<file path="config.mk">
export PLATFORM = sky130hd
export DESIGN_NAME = mole_stage_renderer
export DESIGN_NICKNAME = d
export VERILOG_FILES = /design/src/rtl/mole_pkg.sv /design/src/rtl/mole_stage_renderer_sprite_rom.sv /design/src/rtl/mole_stage_renderer.sv
export SDC_FILE = /design/constraint.sdc
export NUM_CORES = 1
export LEC_CHECK = 0
export BUFFER_PORTS_ARGS = -buffer_cell sky130_fd_sc_hd__buf_4
export CAP_MARGIN = 20
export CORE_UTILIZATION = 60
export CTS_BUF_LIST = sky130_fd_sc_hd__clkbuf_16
export CTS_CLUSTER_DIAMETER = 30
export DETAILED_ROUTE_END_ITERATION = 10
export PLACE_DENSITY = 0.81
export SLEW_MARGIN = 10
export SYNTH_ARGS = -nofsm -noshare
export SYNTH_HDL_FRONTEND = slang
export SYNTH_HIERARCHICAL = 1
export SYNTH_SLANG_ARGS = --single-unit
</file>
<file path="constraint.sdc">
create_clock -name clk -period 5.25 [get_ports clk]
set_input_delay 1.05 -clock clk [delete_from_list [all_inputs] [get_ports clk]]
set_output_delay 1.05 -clock clk [all_outputs]
set_load 0.05 [all_outputs]
</file>
<file path="src/rtl/mole_pkg.sv">
// rtl/mole_pkg.sv - shared state codes, hole coordinates and colours for the mole renderer
// Contents: state_t codes, rgb_t colours, HOLE_X/HOLE_Y centre tables, in_span helper.
package mole_pkg;

   typedef logic [2:0]  state_t;
   typedef logic [11:0] rgb_t;

   localparam state_t ST_IDLE  = 3'd0;
   localparam state_t ST_RISE  = 3'd1;
   localparam state_t ST_UP    = 3'd2;
   localparam state_t ST_FALL  = 3'd3;
   localparam state_t ST_FLASH = 3'd4;

   localparam rgb_t MOLE_COLOR = 12'hFFF;
   localparam rgb_t HIT_COLOR  = 12'hF00;
   localparam rgb_t HOLE_COLOR = 12'h420;
   localparam rgb_t BG_COLOR   = 12'h000;

   // Holes 0..4 form the playfield cross; 5..7 are spare slots for larger NUM_HOLES.
   localparam logic [9:0] HOLE_X [0:7] = '{10'd320, 10'd220, 10'd320, 10'd420,
                                           10'd320, 10'd120, 10'd520, 10'd320};
   localparam logic [9:0] HOLE_Y [0:7] = '{10'd120, 10'd220, 10'd220, 10'd220,
                                           10'd320, 10'd320, 10'd320, 10'd420};

   // Half-open interval test on unsigned coordinates: lo <= v < hi.
   function automatic logic in_span(input logic [9:0] v,
                                    input logic [9:0] lo,
                                    input logic [9:0] hi);
      return (v >= lo) && (v < hi);
   endfunction

endpackage

</file>
<file path="src/rtl/mole_stage_renderer_sprite_rom.sv">
// rtl/mole_stage_renderer_sprite_rom.sv - combinational 32x64 mole sprite pattern
// Ports: row_i (5-bit sprite row, 0 = top), pattern_o (64-bit row, bit 63 = leftmost column).
module mole_sprite_rom (
   input  logic [4:0]  row_i,
   output logic [63:0] pattern_o
);

   logic [6:0] half_w;
   logic [6:0] col;
   logic       eye;

   // Rounded head widening over the first eight rows, then a straight body,
   // with two dark eye slots cut out of rows 10..13.
   always_comb begin
      pattern_o = '0;
      half_w    = 7'd24;
      col       = '0;
      eye       = 1'b0;
      if (row_i < 5'd8) begin
         half_w = 7'd8 + {3'd0, row_i[2:0], 1'b0};
      end
      for (int c = 0; c < 64; c++) begin
         col = 7'(c);
         eye = (row_i >= 5'd10) && (row_i <= 5'd13) &&
               (((col >= 7'd20) && (col <= 7'd23)) || ((col >= 7'd40) && (col <= 7'd43)));
         if ((col + half_w >= 7'd32) && (col < 7'd32 + half_w) && !eye) begin
            pattern_o[63-c] = 1'b1;
         end
      end
   end

endmodule

</file>
<file path="src/rtl/mole_stage_renderer.sv">
// rtl/mole_stage_renderer.sv - whack-a-mole pixel renderer with pop/hit control
// Ports: clk, reset (sync, active-low); frame_tick, pixel_x/pixel_y, video_on from vga_sync;
//        pop_valid/pop_hole/pop_ready and hit_valid/hit_hole from the game controller;
//        hit_ack, miss event pulses; red/green/blue registered colour (1 clk latency).
module mole_stage_renderer
   import mole_pkg::*;
#(
   parameter int NUM_HOLES    = 5,
   parameter int MOLE_W       = 64,
   parameter int MOLE_H       = 32,
   parameter int HOLE_H       = 4,
   parameter int RISE_STEP    = 4,
   parameter int UP_FRAMES    = 30,
   parameter int FLASH_FRAMES = 8
) (
   input  logic       clk,
   input  logic       reset,
   input  logic       frame_tick,
   input  logic [9:0] pixel_x,
   input  logic [9:0] pixel_y,
   input  logic       video_on,
   input  logic       pop_valid,
   input  logic [2:0] pop_hole,
   output logic       pop_ready,
   input  logic       hit_valid,
   input  logic [2:0] hit_hole,
   output logic       hit_ack,
   output logic       miss,
   output logic [3:0] red,
   output logic [3:0] green,
   output logic [3:0] blue
);

   localparam int UT_W = $clog2(UP_FRAMES + 1);
   localparam int FT_W = $clog2(FLASH_FRAMES + 1);

   localparam logic [9:0] HALF_W = 10'(MOLE_W / 2);
   localparam logic [9:0] HALF_H = 10'(MOLE_H / 2);
   localparam logic [9:0] BAND_H = 10'(HOLE_H);
   localparam logic [9:0] STEP   = 10'(RISE_STEP);
   localparam logic [9:0] FULL   = 10'(MOLE_H);
   localparam logic [3:0] NH     = 4'(NUM_HOLES);

   state_t          state_q,   state_d;
   logic [9:0]      reveal_q,  reveal_d;
   logic [UT_W-1:0] up_q,      up_d;
   logic [FT_W-1:0] flash_q,   flash_d;
   logic [2:0]      hole_q,    hole_d;
   logic            hit_ack_q, hit_ack_d;
   logic            miss_q,    miss_d;
   rgb_t            rgb_q,     rgb_d;

   logic            hit_now;
   logic [9:0]      rise_sum;

   // ------------------------------------------------------------------
   // Control FSM
   // ------------------------------------------------------------------
   always_comb begin
      state_d   = state_q;
      reveal_d  = reveal_q;
      up_d      = up_q;
      flash_d   = flash_q;
      hole_d    = hole_q;
      hit_ack_d = 1'b0;
      miss_d    = 1'b0;
      rise_sum  = reveal_q + STEP;

      hit_now = hit_valid && (hit_hole == hole_q) &&
                ((state_q == ST_RISE) || (state_q == ST_UP) || (state_q == ST_FALL));

      case (state_q)
         ST_IDLE: begin
            if (pop_valid && ({1'b0, pop_hole} < NH)) begin
               hole_d   = pop_hole;
               reveal_d = '0;
               state_d  = ST_RISE;
            end
         end

         ST_RISE, ST_UP, ST_FALL: begin
            // A strike pre-empts any frame_tick arriving in the same cycle,
            // including the one that would otherwise expire the up timer.
            if (hit_now) begin
               state_d   = ST_FLASH;
               hit_ack_d = 1'b1;
               flash_d   = FT_W'(FLASH_FRAMES);
               reveal_d  = FULL;
            end else if (frame_tick) begin
               if (state_q == ST_RISE) begin
                  if (rise_sum >= FULL) begin
                     reveal_d = FULL;
                     up_d     = UT_W'(UP_FRAMES);
                     state_d  = ST_UP;
                  end else begin
                     reveal_d = rise_sum;
                  end
               end else if (state_q == ST_UP) begin
                  if (up_q <= UT_W'(1)) begin
                     up_d    = '0;
                     miss_d  = 1'b1;
                     state_d = ST_FALL;
                  end else begin
                     up_d = up_q - UT_W'(1);
                  end
               end else begin
                  if (reveal_q <= STEP) begin
                     reveal_d = '0;
                     state_d  = ST_IDLE;
                  end else begin
                     reveal_d = reveal_q - STEP;
                  end
               end
            end
         end

         ST_FLASH: begin
            if (frame_tick) begin
               if (flash_q <= FT_W'(1)) begin
                  flash_d  = '0;
                  reveal_d = '0;
                  state_d  = ST_IDLE;
               end else begin
                  flash_d = flash_q - FT_W'(1);
               end
            end
         end

         default: begin
            state_d  = ST_IDLE;
            reveal_d = '0;
         end
      endcase
   end

   // ------------------------------------------------------------------
   // Pixel path
   // ------------------------------------------------------------------
   logic [9:0]  spr_left, spr_right, spr_bot, spr_top;
   logic        in_sprite, in_band;
   logic [4:0]  rom_row;
   logic [5:0]  rom_col;
   logic [63:0] rom_pattern;
   logic [9:0]  band_top, band_left, band_right;

   mole_sprite_rom u_rom (
      .row_i     (rom_row),
      .pattern_o (rom_pattern)
   );

   always_comb begin
      spr_left  = HOLE_X[hole_q] - HALF_W;
      spr_right = HOLE_X[hole_q] + HALF_W;
      spr_bot   = HOLE_Y[hole_q] + HALF_H;
      // reveal==0 makes the row interval empty, so IDLE never draws a sprite.
      spr_top   = spr_bot - reveal_q;
      in_sprite = in_span(pixel_x, spr_left, spr_right) &&
                  in_span(pixel_y, spr_top, spr_bot);
      // Offsets are only meaningful when in_sprite; truncation is then exact.
      rom_row   = 5'(pixel_y - spr_top);
      rom_col   = 6'(pixel_x - spr_left);

      in_band    = 1'b0;
      band_top   = '0;
      band_left  = '0;
      band_right = '0;
      for (int h = 0; h < NUM_HOLES; h++) begin
         band_top   = HOLE_Y[h] + HALF_H;
         band_left  = HOLE_X[h] - HALF_W;
         band_right = HOLE_X[h] + HALF_W;
         if (in_span(pixel_x, band_left, band_right) &&
             in_span(pixel_y, band_top, band_top + BAND_H)) begin
            in_band = 1'b1;
         end
      end

      if (!video_on) begin
         rgb_d = '0;
      end else if (in_sprite && rom_pattern[~rom_col]) begin
         // ~rom_col == 63 - offset: column 0 of the box maps to ROM bit 63.
         rgb_d = (state_q == ST_FLASH) ? HIT_COLOR : MOLE_COLOR;
      end else if (in_band) begin
         rgb_d = HOLE_COLOR;
      end else begin
         rgb_d = BG_COLOR;
      end
   end

   // ------------------------------------------------------------------
   // Registers
   // ------------------------------------------------------------------
   always_ff @(posedge clk) begin
      if (!reset) begin
         state_q   <= ST_IDLE;
         reveal_q  <= '0;
         up_q      <= '0;
         flash_q   <= '0;
         hole_q    <= '0;
         hit_ack_q <= 1'b0;
         miss_q    <= 1'b0;
         rgb_q     <= '0;
      end else begin
         state_q   <= state_d;
         reveal_q  <= reveal_d;
         up_q      <= up_d;
         flash_q   <= flash_d;
         hole_q    <= hole_d;
         hit_ack_q <= hit_ack_d;
         miss_q    <= miss_d;
         rgb_q     <= rgb_d;
      end
   end

   assign pop_ready = (state_q == ST_IDLE);
   assign hit_ack   = hit_ack_q;
   assign miss      = miss_q;
   assign red       = rgb_q[11:8];
   assign green     = rgb_q[7:4];
   assign blue      = rgb_q[3:0];

endmodule

</file>
**Word level (Yosys, flattened, before mapping)**

Memory sizes are Yosys's and may differ from the RTL's.
Index checks and enable logic that the tools add are counted.

- Bits in registers: 39
- ROM bits: 160
- Bits of input ports: 32
- Output and inout port bits: 15
- Word-level logic and storage cells: 476
- Memories: 2

- $add $sub $neg: 74
- Magnitude comparators: 154
- Equal/unequal tests: 15
- Multiplexer cells: 110
- Bitwise logic cells: 7
- Reduce and logical (&&, ||, !) cells: 106

Memory list:

| memory | words | bits a word | rd ports | clocked after memory_dff | write ports | line | text |
|---|---|---|---|---|---|---|---|
| (name not given) | 8 | 10 | 1 | 0 | 0 | mole_stage_renderer.sv:154 | `spr_bot = HOLE_Y[hole_q] + HALF_H;` |
| (name not given) | 8 | 10 | 1 | 0 | 0 | mole_stage_renderer.sv:153 | `spr_right = HOLE_X[hole_q] + HALF_W;` |

Operators with widths:

| kind | count |
|---|---|
| >= comparator 7 x 6 -> 1 bit, second input constant | 64 |
| adder 6 x 7 -> 7 bit, first input constant | 32 |
| less-than comparator 6 x 7 -> 1 bit, first input constant | 32 |
| 2-to-1 mux 10 bit | 13 |
| adder 5 x 7 -> 7 bit, first input constant | 16 |
| less-than comparator 5 x 7 -> 1 bit, first input constant | 16 |
| logical AND 1 bit | 91 |
| 2-to-1 mux 1 bit | 72 |
| adder 4 x 7 -> 7 bit, first input constant | 8 |
| less-than comparator 4 x 7 -> 1 bit, first input constant | 8 |
| >= comparator 10 x 8 -> 1 bit, second input constant | 3 |
| >= comparator 10 x 9 -> 1 bit, second input constant | 3 |
| less-than comparator 10 x 8 -> 1 bit, second input constant | 3 |
| less-than comparator 10 x 9 -> 1 bit, second input constant | 3 |
| 2-to-1 mux 3 bit | 10 |
| case mux 10 bit (3 select lines) | 1 |
| adder 3 x 7 -> 7 bit, first input constant | 4 |
| less-than comparator 3 x 7 -> 1 bit, first input constant | 4 |
| >= comparator 10 bit | 2 |
| less-than comparator 10 bit | 2 |
| 2-to-1 mux 5 bit | 4 |
| adder 2 x 7 -> 7 bit, first input constant | 2 |
| less-than comparator 1 x 7 -> 1 bit, first input constant | 2 |
| less-than comparator 2 x 7 -> 1 bit, first input constant | 2 |
| other kinds (52) | 69 |

**Longest topological paths before layout**

- Depth in word-level cells: 18
- Mapped depth: 23
- Depth with buffers taken out: 22

**Modules after synthesis**

Netlist, hierarchy kept.

Modules (own cells, without submodules):

| module | times used | cells an instance | area each (um^2) | sequential area each (um^2) |
|---|---|---|---|---|
| mole_stage_renderer | 1 | 468 | 3819.9 | 580.6 |
| mole_sprite_rom | 1 | 89 | 635.6 | 0.0 |

**Worst setup path before layout**

OpenSTA, ideal clock, no wires.

- Kind: register to register
- From: register hole_q[0]
- To: register rgb_q[5]
- Setup time: 0.072 ns
- Arrival: 4.406 ns
- Required time: 5.178 ns
- Setup slack: 0.773 ns
- Stages on the path, launching flop included: 21
- Path buffers: 2
- Period minus slack after synthesis: 4.477 ns
- Cells stage by stage: dfxtp_1 inv_1 ha_1 nor2b_1 nor2_1 ha_1 o21a_1 o21a_1 or2_2 ha_1 xnor2_1 buf_4 and4bb_1 a211oi_1 buf_4 mux4_1 mux2i_1 o22ai_1 or3_1 nand4b_2 mux2i_1

- Cells in the longest elaborated chain, start to end: 18
- Elaborated cells on any way between the ends: 359
- Those cells by class: 70 x add/sub; 135 x order compare; 72 x mux; 2 x bitwise; 78 x reduce/logical; 2 x memory

RTL lines:

| what | line | text |
|---|---|---|
| start, declared | mole_stage_renderer.sv:48 | `logic [2:0] hole_q, hole_d;` |
| start signal, assigned | mole_stage_renderer.sv:207 | `hole_q <= hole_d;` |
| inverter 3 -> 4 bit (not written as such) * | mole_stage_renderer.sv:154 |  |
| memory read (8 x 10 bit) * | n/a |  |
| 2-to-1 mux 10 bit (not written as such) * (2 in a row) | mole_stage_renderer.sv:154 |  |
| adder 10 x 5 -> 10 bit * | mole_stage_renderer.sv:154 |  |
| subtractor 10 bit * | mole_stage_renderer.sv:156 | `spr_top = spr_bot - reveal_q;` |
| subtractor 5 bit * | mole_stage_renderer.sv:160 | `rom_row = 5'(pixel_y - spr_top);` |
| via rom_row[4] | mole_stage_renderer.sv:141 | `logic [4:0] rom_row;` |
| less-than comparator 5 x 4 -> 1 bit | mole_stage_renderer_sprite_rom.sv:19 | `if (row_i < 5'd8) begin` |
| [3 not listed] | n/a |  |
| logical AND 1 bit | mole_stage_renderer_sprite_rom.sv:26 | `if ((col + half_w >= 7'd32) && (col < 7'd32 + half_w) && !eye) begin` |
| logical AND 1 bit * | mole_stage_renderer_sprite_rom.sv:26 |  |
| 2-to-1 mux 1 bit * | mole_stage_renderer_sprite_rom.sv:26 |  |
| via rom_pattern[40] | mole_stage_renderer.sv:143 | `logic [63:0] rom_pattern;` |
| binary-select mux 1 bit (select 6 bit) * | mole_stage_renderer.sv:179 | `end else if (in_sprite && rom_pattern[~rom_col]) begin` |
| 2-to-1 mux 1 bit (not written as such) * | mole_stage_renderer.sv:179 |  |
| logical AND 1 bit * | mole_stage_renderer.sv:179 |  |
| 2-to-1 mux 12 bit * | mole_stage_renderer.sv:179 |  |
| end signal, assigned | mole_stage_renderer.sv:210 | `rgb_q <= rgb_d;` |
| end, declared | mole_stage_renderer.sv:51 | `rgb_t rgb_q, rgb_d;` |

The timed path passes the listed nets; every way through them passes the cells marked *. The select of a mux whose other input is x is not followed.
A chain may end at the register's enable or synchronous reset.

**Worst setup path in the final report**

Same ends and word-level chain as after synthesis.

==> metrics.sh <==
POWER.COMBINATIONAL.FRACTION=0.657
REPORT.POWER.TOTAL_mW=1.74
SYNTH_CELLS=557
POSTLAYOUTCELLAREA_UM2=4700
CHIP_HEIGHT_UM=88.2
GRT_OVERFLOW=0
P_SEQ_FRAC=0.157
VIA_COUNT=3936
CLOCK_POWER_SHARE=0.186
POST_ROUTE_CELLS_DRIVE_ABOVE_1_SHARE=0.132
SYNTH_MOST_COMMON_CELL='sky130_fd_sc_hd__buf_4'
RSZ_0062_RAISED_AFTER_GLOBAL_ROUTING='false'
FINAL-SETUP-VIOL-COUNT=0
POSTCTSHOLDBUFS=0
CTS_INSERTED_BUFFERS=5
ROUTED_WIRE_PER_STD_CELL_UM=14.8
SYNTH_EDF_COUNT=0
SYNTHDISTINCTLIBCELLS=74
MAXCAPVIOLATIONS=0
NUM_ROWS=31
GLOBAL_ROUTE.USAGE.TOTAL=0.259
DESIGN.CORE.AREA_UM2=7210
TIGHTESTPINTRANSITION_NS=0.973
YOSYS_REGISTER_BITS=29
POWER.SHARE.SWITCHING=0.456
DP_CELLS=659
DIE_WIDTH_UM=88.2
FIN_WS_NS=0.332
PATH_CLASS='register to register'
RUN_STATUS='finished clean'
POST_DP_CELL_AREA_UM2=4520
HPWL_AFTER_DETAILED_PLACEMENT_MM=7.64
DRTPASS1ITERATIONS=5
MAX_SLEW_VIOLATIONS=0
POST_ROUTE_INSTS_NO_FILL=667
GRT_START_MAX_NET_PINS=23
FINALSETUPTNS_NS=0
FIN_CRIT_SH=0.937
WORST_SUPPLY_VOLTAGE_DROP_ON_VDD_V=0.000273
FIN_SKEW_NS=0.00932
NUMBER_OF_NETS_WITH_ANTENNA_VIOLATIONS_AFTER_DETAILED_ROUTING=0
PATH_CLK_SLEW_NS=0.06
SYNTHARSTFLOPSHARE=0
PLACEMENT.IO_BUFFERS=46
CTS-ROOT-TO-SINK-BUFFERS=2
RELSLEWSLACK=0.347
POST_CTS_BUFFERS=0
INTPOWER_mW=0.944
ANTENNA_CELLS=0
SYNTHTOLAYOUTAREAGROWTH_PCT=5.39
SYNTH.LARGEST_AREA_CELL='sky130_fd_sc_hd__ha_1'
GRT_PASS1_WL_MM=15.9
CRITICAL_PATH_PEAK_FANOUT=10
MIN_FROM='up_q[4]$_SDFFE_PN0P_'
DIE_AREA_UM2=7770
POWERDENSITY_nW_PER_UM2=370
REGTOREGSTARTPOINT='hole_q[0]$_SDFFE_PN0P_'
SYNTH_SEQ_AREA_SHARE=0.130
YS.WARNINGS.COUNT=6
INITIAL_CORE_UTIL=0.618
CTS_ROOT_BUF='sky130_fd_sc_hd__clkbuf_16'
GRT_ANTENNA_BEFORE_REPAIR=0
YS_TOP_CELLS_BY_AREA='sky130_fd_sc_hd__ha_1, sky130_fd_sc_hd__dfxtp_1, sky130_fd_sc_hd__buf_4'
ROUTE.DETAILED.DRC=0
P_SW_mW=0.793
DETAIL_ROUTE.WIRELENGTH_MM=9.87
SYNTH.TOP_CELL.AREA_SHARE=0.154
CTS.SINKS=29
VIAS_PER_CELL=5.90
SYNTH.TOP_CELLS.BY_COUNT='sky130_fd_sc_hd__buf_4, sky130_fd_sc_hd__ha_1, sky130_fd_sc_hd__inv_1'
PRECTSSETUPSLACK_NS=0.253
P_LEAK_nW=2.01
CTS_HTREE_LEVELS=2
CRIT_ARRIVAL_NS=5.12
FIN_NETS=655
SETUP_CRIT_START='hole_q[0]$_SDFFE_PN0P_'
TRITONCTS='done'
TIMING.CRITICAL_PATH.REQUIRED_NS=5.45
TIMING.CRITICAL_PATH.TO_TYPE='register'
POST_SYN_AREA_UM2=4460
HOLD_VIOL_FINAL=0
WORST_HOLD_PATH_TYPE='register to register'
NUMBER_OF_GLOBAL_ROUTE_VIAS_BEFORE_REPAIR=3480
CRITICAL_PATH.STARTPOINT_TYPE='register'
CLOCK_INSERTION_DELAY_WORST_SKEW_NS=0.28
CTS_REPAIR_RESIZE_COUNT=0
SYN_AVG_CELL_AREA_UM2=8.00
IO_PINS=47
SYNTH_FF_TYPE='sky130_fd_sc_hd__dfxtp_1'
FINAL_PERIOD_MINUS_WORST_SETUP_SLACK_NS=4.92
MAX_CLOCK_FREQ_GHz=0.203
GP_ROUTABILITY_CONGESTION=0.928
DRT_ITER0_MARKERS=299
## cells in the final DEF, fill, tap and decap left out, types with 5 or more instances in the layout
cell type / netlist / final
sky130_fd_sc_hd__mux4_1: 6 / 6
sky130_fd_sc_hd__dfxtp_1: 29 / 29
sky130_fd_sc_hd__nor2b_1: 14 / 14
sky130_fd_sc_hd__o21ai_0: 23 / 23
sky130_fd_sc_hd__a21oi_1: 36 / 36
sky130_fd_sc_hd__nand2b_1: 7 / 7
sky130_fd_sc_hd__a22oi_1: 7 / 7
sky130_fd_sc_hd__mux2i_1: 20 / 20
sky130_fd_sc_hd__xor2_1: 7 / 7
sky130_fd_sc_hd__conb_1: 4 / 34
sky130_fd_sc_hd__clkbuf_16: 0 / 5
sky130_fd_sc_hd__o31ai_1: 6 / 6
sky130_fd_sc_hd__a211o_1: 5 / 5
sky130_fd_sc_hd__o21a_1: 7 / 7
sky130_fd_sc_hd__nor3_1: 19 / 19
sky130_fd_sc_hd__xnor2_1: 14 / 12
sky130_fd_sc_hd__nand2_1: 32 / 32
sky130_fd_sc_hd__a31oi_1: 9 / 9
sky130_fd_sc_hd__nor2_1: 34 / 34
sky130_fd_sc_hd__buf_4: 56 / 47
sky130_fd_sc_hd__ha_1: 55 / 55
sky130_fd_sc_hd__inv_1: 41 / 42
sky130_fd_sc_hd__nand3_1: 14 / 14
sky130_fd_sc_hd__nand4_1: 10 / 10
sky130_fd_sc_hd__a211oi_1: 7 / 7
## worst max-delay path, cell delays in order, from the launching register on
cell and delay (ns):
sky130_fd_sc_hd__dfxtp_1 0.45, sky130_fd_sc_hd__inv_1 0.16, sky130_fd_sc_hd__ha_1 0.26, sky130_fd_sc_hd__nor2b_1 0.16
sky130_fd_sc_hd__nor2_1 0.18, sky130_fd_sc_hd__ha_1 0.28, sky130_fd_sc_hd__o21a_1 0.20, sky130_fd_sc_hd__o21a_1 0.20
sky130_fd_sc_hd__or2_2 0.31, sky130_fd_sc_hd__ha_1 0.33, sky130_fd_sc_hd__xnor2_2 0.26, sky130_fd_sc_hd__and4bb_1 0.45
sky130_fd_sc_hd__a211oi_1 0.07, sky130_fd_sc_hd__mux4_1 0.51, sky130_fd_sc_hd__mux2i_1 0.15, sky130_fd_sc_hd__o22ai_1 0.10
sky130_fd_sc_hd__or3_1 0.39, sky130_fd_sc_hd__nand4b_2 0.17, sky130_fd_sc_hd__mux2i_1 0.19
## layer usage
metal / vias up / routed length [um] / track usage
met5: - / 0 / 0
met4: 0 / 177 / 0.0806
met3: 20 / 522 / 0.0377
met2: 146 / 4530 / 0.427
met1: 1809 / 4650 / 0.348
li1: 1961 / - / -
## path summary, 6_finish.rpt
check                                             to  slack [ns]  cells after the start
worst min-delay path            up_q[4]$_SDFFE_PN0P_        0.50                      2
worst min register to register  up_q[4]$_SDFFE_PN0P_        0.50                      2
worst max-delay path             rgb_q[5]$_SDFF_PN0_        0.33                     18
worst max register to register   rgb_q[5]$_SDFF_PN0_        0.33                     18
## final cells by class
cell class / instances / area [um^2]
Multi-Input combinational cell: 443 / 3320
Fill cell: 610 / 2520
Sequential cell: 29 / 581
Timing Repair Buffer: 47 / 353
Inverter: 41 / 154
Clock buffer: 5 / 125
Tap cell: 99 / 124
Clock inverter: 3 / 37.5
## logic make-up (layout without fill, tap and decap cells)
logic type / after synthesis / in the layout / synth area share
other: 4 / 34 / 0.00337
flip-flops: 29 / 29 / 0.130
multiplexers: 30 / 30 / 0.101
adder cells (fa/ha/maj): 56 / 56 / 0.159
AO/OA/AOI/OAI: 132 / 132 / 0.198
buffers and inverters: 115 / 96 / 0.153
XOR/XNOR: 21 / 21 / 0.0413
AND/OR/NAND/NOR: 170 / 170 / 0.215
## registers in the layout, summed over array words and instances, names as in the netlist
signal    flops
hit_ack       1
hole_q        3
flash_q       4
state_q       3
miss          1
rgb_q         4
up_q          5
reveal_q      8
## power by group through the flow
stage	clock [mW]	sequential [mW]	combinational, mW
finish	0.324	0.273	1.14
global route	0.331	0.277	1.27
CTS	0.322	0.272	1.11
detailed placement	0	0.276	1.11
global placement	0	0.274	1.07
floorplan	0	0.267	1.03
## per-stage QoR
step | utilization | hold WS [ns]
detailed placement | 0.626 | 0.489
finish | 0.651 | 0.495
global route | 0.651 | 0.525
global placement | 0.626 | 0.477
floorplan | - | 0.461
CTS | 0.649 | 0.496
Power figures use the tool's default switching activity.
